--- config.mk ---
export PLATFORM = sky130hd
export DESIGN_NAME = coil_sample_player
export DESIGN_NICKNAME = d
export VERILOG_FILES = /design/src/rtl/coil_player_pkg.sv /design/src/rtl/coil_gain_sat.sv /design/src/rtl/coil_sample_player.sv
export SDC_FILE = /design/constraint.sdc
export NUM_CORES = 1
export LEC_CHECK = 0
export BUFFER_PORTS_ARGS = -buffer_cell sky130_fd_sc_hd__buf_2
export CORE_MARGIN = 2
export CORE_UTILIZATION = 46
export DETAILED_ROUTE_END_ITERATION = 6
export GPL_ROUTABILITY_DRIVEN = 1
export GPL_TIMING_DRIVEN = 1
export PLACE_DENSITY_LB_ADDON = 0.2
export SKIP_CTS_REPAIR_TIMING = 1
export SKIP_LAST_GASP = 1
export SLEW_MARGIN = 20
export SYNTH_ARGS = -nofsm -noshare
export SYNTH_HDL_FRONTEND = slang
export SYNTH_HIERARCHICAL = 1
export SYNTH_SLANG_ARGS = --single-unit
export TNS_END_PERCENT = 50
--- constraint.sdc ---
create_clock -name clk_clk -period 10.6 [get_ports clk_clk]
set_input_delay 0.53 -clock clk_clk [delete_from_list [all_inputs] [get_ports clk_clk]]
set_output_delay 0.53 -clock clk_clk [all_outputs]
set_load 0.01 [all_outputs]
--- src/rtl/coil_player_pkg.sv ---
// coil_player_pkg: shared width, idle code, FSM states and Q1.15 saturation helper
package coil_player_pkg;
  localparam int DATA_W = 16;
  localparam logic [DATA_W-1:0] IDLE_CODE = 16'h8000;
  typedef enum logic [1:0] {IDLE, PRIME, RUN} state_t;
  function automatic logic [DATA_W-1:0] sat16(input logic signed [32:0] v);
    return v > 33'sd32767 ? 16'h7fff : v < -33'sd32768 ? 16'h8000 : v[DATA_W-1:0];
  endfunction
endpackage

--- src/rtl/coil_gain_sat.sv ---
// coil_gain_sat: two-stage gain multiply, then floor-shift, saturate and offset-encode
module coil_gain_sat
  import coil_player_pkg::*;
#(
  parameter logic [DATA_W-1:0] MASK = IDLE_CODE
) (
  input  logic              clk,
  input  logic              rst,
  input  logic              in_valid,
  input  logic [DATA_W-1:0] sample,
  input  logic [15:0]       gain,
  output logic [DATA_W-1:0] dac_data,
  output logic              dac_strobe
);
  logic signed [32:0] prod;
  logic signed [32:0] shifted;
  logic               prod_valid;
  always_comb shifted = prod >>> 15;
  always_ff @(posedge clk or posedge rst)
    if (rst) begin
      prod       <= '0;
      prod_valid <= 1'b0;
      dac_data   <= MASK;
      dac_strobe <= 1'b0;
    end else begin
      prod       <= 33'($signed(sample)) * 33'($signed({1'b0, gain}));
      prod_valid <= in_valid;
      dac_strobe <= prod_valid;
      if (prod_valid) dac_data <= sat16(shifted) ^ MASK;
    end
endmodule

--- src/rtl/coil_sample_player.sv ---
// coil_sample_player: pulls FIFO samples, paces them at rate_div+1 clocks, scales and drives the coil DAC
module coil_sample_player
  import coil_player_pkg::*;
#(
  parameter int DIV_W         = 16,
  parameter bit OFFSET_BINARY = 1'b1,
  parameter bit UNDERRUN_HOLD = 1'b0
) (
  input  logic              clk_clk,
  input  logic              reset_reset,
  input  logic              enable,
  input  logic [DIV_W-1:0]  rate_div,
  input  logic [15:0]       gain,
  input  logic              clr_status,
  output logic              fifo_out_read,
  input  logic [DATA_W-1:0] fifo_out_readdata,
  input  logic              fifo_out_waitrequest,
  output logic [DATA_W-1:0] dac_data,
  output logic              dac_strobe,
  output logic              running,
  output logic              underrun,
  output logic [15:0]       underrun_cnt
);
  localparam logic [DATA_W-1:0] MASK = OFFSET_BINARY ? IDLE_CODE : '0;
  state_t            state, state_n;
  logic [DATA_W-1:0] stage, last, sample;
  logic              stage_valid, accept, tick, consume, starve, stop;
  logic [DIV_W-1:0]  cnt;
  always_comb begin
    state_n = !enable ? IDLE : state == IDLE ? PRIME : (state == PRIME && stage_valid) ? RUN : state;
    stop    = !enable && state != IDLE;
    tick    = enable && state == RUN && cnt == '0;
    consume = tick && stage_valid;
    starve  = tick && !stage_valid;
    fifo_out_read = state != IDLE && (!stage_valid || consume);
    accept  = fifo_out_read && !fifo_out_waitrequest;
    // the disable cycle pushes a zero so the last strobe lands on the idle code
    sample  = consume ? stage : (stop || !UNDERRUN_HOLD) ? '0 : last;
    running = state == RUN;
  end
  always_ff @(posedge clk_clk or posedge reset_reset)
    if (reset_reset) begin
      state        <= IDLE;
      stage        <= '0;
      stage_valid  <= 1'b0;
      last         <= '0;
      cnt          <= '0;
      underrun     <= 1'b0;
      underrun_cnt <= '0;
    end else begin
      state       <= state_n;
      stage_valid <= state_n == IDLE ? 1'b0 : accept ? 1'b1 : consume ? 1'b0 : stage_valid;
      if (accept) stage <= fifo_out_readdata;
      if (consume) last <= stage;
      cnt          <= state == PRIME ? '0 : tick ? rate_div : cnt != '0 ? cnt - DIV_W'(1) : cnt;
      underrun     <= starve || (underrun && !clr_status);
      underrun_cnt <= starve ? (clr_status ? 16'd1 : underrun_cnt == 16'hffff ? underrun_cnt : underrun_cnt + 16'd1)
                    : clr_status ? '0 : underrun_cnt;
    end
  coil_gain_sat #(.MASK(MASK)) u_gain (
    .clk       (clk_clk),
    .rst       (reset_reset),
    .in_valid  (tick || stop),
    .sample    (sample),
    .gain      (gain),
    .dac_data  (dac_data),
    .dac_strobe(dac_strobe)
  );
endmodule
==> qor.tcl <==
set qor(outcome) {completed}
set qor(numCtsBuffers) 9
set qor(syn_to_final_growth_pct) 7.55
set qor(final.setup_skew_ps) 8.60
set qor(worst-endpoint-arrival_ps) 8080
set qor(grt_max_degree) 53
set qor(routabilityCongestion) 0.852
set qor(postSynthRegisterBits) 88
set qor(critPathRequiredTime_ps) 10820
set qor(max_cap_violations) 0
set qor(grt_first_pass_wirelength_um) 48500
set qor(static-leakage-power_nw) 7.28
set qor(post_synth_instance_area_um2) 12600
set qor(worst_setup_hold_path_clk_slew_ps) 60
set qor(total_global_route_track_usage_pct) 21.2
set qor(placementRows) 60
set qor(antenna_violating_nets_post_route) 0
set qor(timing.final.crit_period_ps) 7850
set qor(fillers) 2559
set qor(place.detailed.hpwl_um) 22600
set qor(ys_dominant_reg_cell) {dfrtp_1}
set qor(initial_core_util_pct) 46.8
set qor(total_wire_length_after_detailed_routing_um) 29000
set qor(max-clock-path-buffers) 2
set qor(die_boundary_height_um) 170
set qor(synthesis.nets) 1718
set qor(max_freq_mhz) 127
set qor(final_hold_viol_count) 0
set qor(placedCellCount) 1726
set qor(drt-pass1-iter-count) 5
set qor(synth_cells) 1350
set qor(drc_errors) 0
set qor(ir_worst_vdd_v) 0.000134
set qor(cts_root_buffer) {clkbuf_16}
set qor(postLayoutCoreUtil_pct) 50.3
set qor(whs_ps) 296
set qor(timing.slew.headroom_pct) 42.0
set qor(floorplan.die_area_um2) 28700
set qor(synth.distinct_cells) 62
set qor(cp_max_fo) 16
set qor(clock_tree_from_tritoncts) {built}
set qor(synth-warning-count) 6
set qor(clock_net_sink_count) 88
set qor(grt_pass1_vias) 9582
set qor(synth_area_per_cell_um2) 9.34
set qor(setup_viol) 0
set qor(worst_setup_path_start_kind) {flop}
set qor(vias_per_cell) 5.29
set qor(final-instance-count-excl-fill) 1743
set qor(final_count_of_pins_violating_max_slew) 0
set qor(chipWidth_um) 170
set qor(io_pins) 89
set qor(htree_levels) 3
set qor(critical_path_class) {flop to flop}
set qor(holdCritPathClass) {input pin to asynchronous set/reset pin}
set qor(power.density_nw_per_um2) 69.7
set qor(io_buffer_count) 88
set qor(finalNetCount) 1764
set qor(setup_total_negative_slack_ps) 0
set qor(tightest_slew_ps) 870
set qor(grt_setup_unrepaired) {no}
set qor(detailedRoute.firstIterationViolations) 352
set qor(period_share_pct) 74.1
set qor(number_of_enable_flip_flop_cells_after_synthesis) 0
set qor(seq_area_frac_synth_pct) 17.5
set qor(core_area_um2) 27000
set qor(synthArstFlopShare_pct) 100
set qor(cp-end-kind) {flop}
set qor(routed-via-count) 9221
set qor(drive_above_1_share_pct) 10.1
set qor(grt_remaining_overflow) 0
set qor(grt_antenna_before_repair) 0
set qor(wl_per_cell_um) 16.6
set qor(clock_insertion_delay_worst_skew_ps) 340
[registers in the layout, indices dropped and copies added, names as in the netlist]
name and cells:
stage 16, stage_valid 1, cnt 16, underrun_cnt 16, u_gain/dac_strobe 1, underrun 1, u_gain/dac_data 16, u_gain/prod_valid 1
state 2, u_gain/prod 18
[Yosys cell counts (all sizes together) (2+ instances only)]
cell type / n / area share (%)
inv: 258 / 7.7
nand4: 12 / 0.60
nor2: 53 / 1.6
nor2b: 6 / 0.30
o31ai: 7 / 0.42
a21oi: 32 / 1.4
or4: 7 / 0.42
ha: 122 / 12
xor2: 12 / 0.83
nand2b: 9 / 0.45
nand2: 151 / 4.6
o21a: 4 / 0.24
a211oi: 22 / 1.3
fa: 193 / 31
mux2i: 5 / 0.40
o211ai: 20 / 1.2
and2: 128 / 6.4
clkbuf: 48 / 1.4
mux2: 16 / 1.7
o21ai: 39 / 1.6
nand3: 15 / 0.60
and4: 9 / 0.63
dfrtp: 87 / 17
xnor2: 19 / 1.3
a21o: 17 / 1.0
o2111ai: 2 / 0.14
and3: 7 / 0.35
nor3: 11 / 0.52
o21bai: 4 / 0.24
buf: 7 / 0.42
or3: 8 / 0.40
nor4: 6 / 0.47
[layout make-up]
type	instances	area [µm²]	area share, %
flip-flops and latches	88	2200	16.2
repair buffers	90	455	3.36
inverters	259	972	7.17
clock buffers	10	229	1.69
well taps	341	427	3.15
diodes	1	2.50	0.0185
clock inverters	6	67.6	0.498
multi-input cells	948	9200	67.9
[placed cells by master, fill, tap and decap left out, types with 2 or more instances in the layout]
cell type / n
a211oi_1: 21
a21o_1: 16
a21oi_1: 29
a21oi_2: 2
and2_1: 128
and3_1: 7
and4_1: 9
buf_2: 88
buf_4: 2
clkbuf_16: 9
clkinvlp_4: 2
dfrtp_1: 87
fa_1: 193
ha_1: 122
inv_1: 257
inv_6: 2
mux2_2: 6
mux2_4: 10
mux2i_1: 5
nand2_1: 150
nand2b_1: 9
nand3_1: 15
nand4_1: 12
nor2_1: 52
nor2b_1: 6
nor3_1: 9
nor3_2: 2
nor4_1: 4
o2111ai_1: 2
o211ai_1: 20
o21a_1: 4
o21ai_0: 32
o21ai_1: 6
o21bai_1: 3
o31ai_1: 7
or3_1: 8
or4_1: 7
xnor2_1: 19
xor2_1: 12
[worst paths after layout]
| path | from | endpoint | slack, ps | cells after the start |
|---|---|---|---|---|
| max in group asynchronous | reset_reset | stage[2]$_DFFE_PP0P_ | 9790 | 3 |
| worst min-delay path | reset_reset | u_gain/dac_data[11]$_DFFE_PP0P_ | 300 | 3 |
| worst max register to register | cnt[2]$_DFFE_PP0P_ | u_gain/prod[26]$_DFF_PP0_ | 2750 | 19 |
| min in group clk_clk | fifo_out_readdata[0] | stage[0]$_DFFE_PP0P_ | 420 | 2 |
| worst max-delay path | cnt[2]$_DFFE_PP0P_ | u_gain/prod[26]$_DFF_PP0_ | 2750 | 19 |
| worst min register to register | u_gain/dac_data[15]$_DFFE_PP1P_ | u_gain/dac_data[15]$_DFFE_PP1P_ | 470 | 2 |
[per-stage QoR]
stage               worst slack, ps  area (µm²)  total power, W
floorplan                      3570       12600        0.000570
global placement               2830       13300        0.000628
detailed placement             2720       13300        0.000631
CTS                            2720       13600        0.000954
global route                   2310       13600         0.00100
finish                         2750       13600        0.000945
[worst max-delay path, cell delays in order, from the launching register on]
cell and delay [ps]:
dfrtp_1 440, nor4_4 400, and4_1 450, and3_1 550, and2_1 460, clkinv_1 400, nor2_1 250, fa_1 460
fa_1 550, fa_1 520, fa_1 520, fa_1 540, fa_1 490, ha_1 420, and4_1 270, a221oi_4 290
o21ai_2 180, a31oi_4 290, o21ai_1 120, xor2_1 150
[logic make-up after synthesis]
family,after synthesis,share of synthesized area [%]
AO/OA/AOI/OAI,155,8.49
XOR/XNOR,31,2.15
adder cells (fa/ha/maj),315,42.8
buffers and inverters,314,9.56
flip-flops,88,17.5
multiplexers,21,2.12
AND/OR/NAND/NOR,426,17.4
[per-layer routing]
metal	vias up	part of all wire, %	global-route usage (%)
li1	4340	-	-
met1	4700	45	28.2
met2	151	51	36.9
met3	30	2.8	2.59
met4	0	1.9	5.09
met5	-	0	0
[power breakdown]
group	internal, W	total, W	switching [W]	leakage, nW
logic	0.0000953	0.000209	0.000114	5.97
clock network	0.000184	0.000319	0.000135	0.139
registers	0.000375	0.000417	0.0000421	1.17
Power figures use the tool's default switching activity.
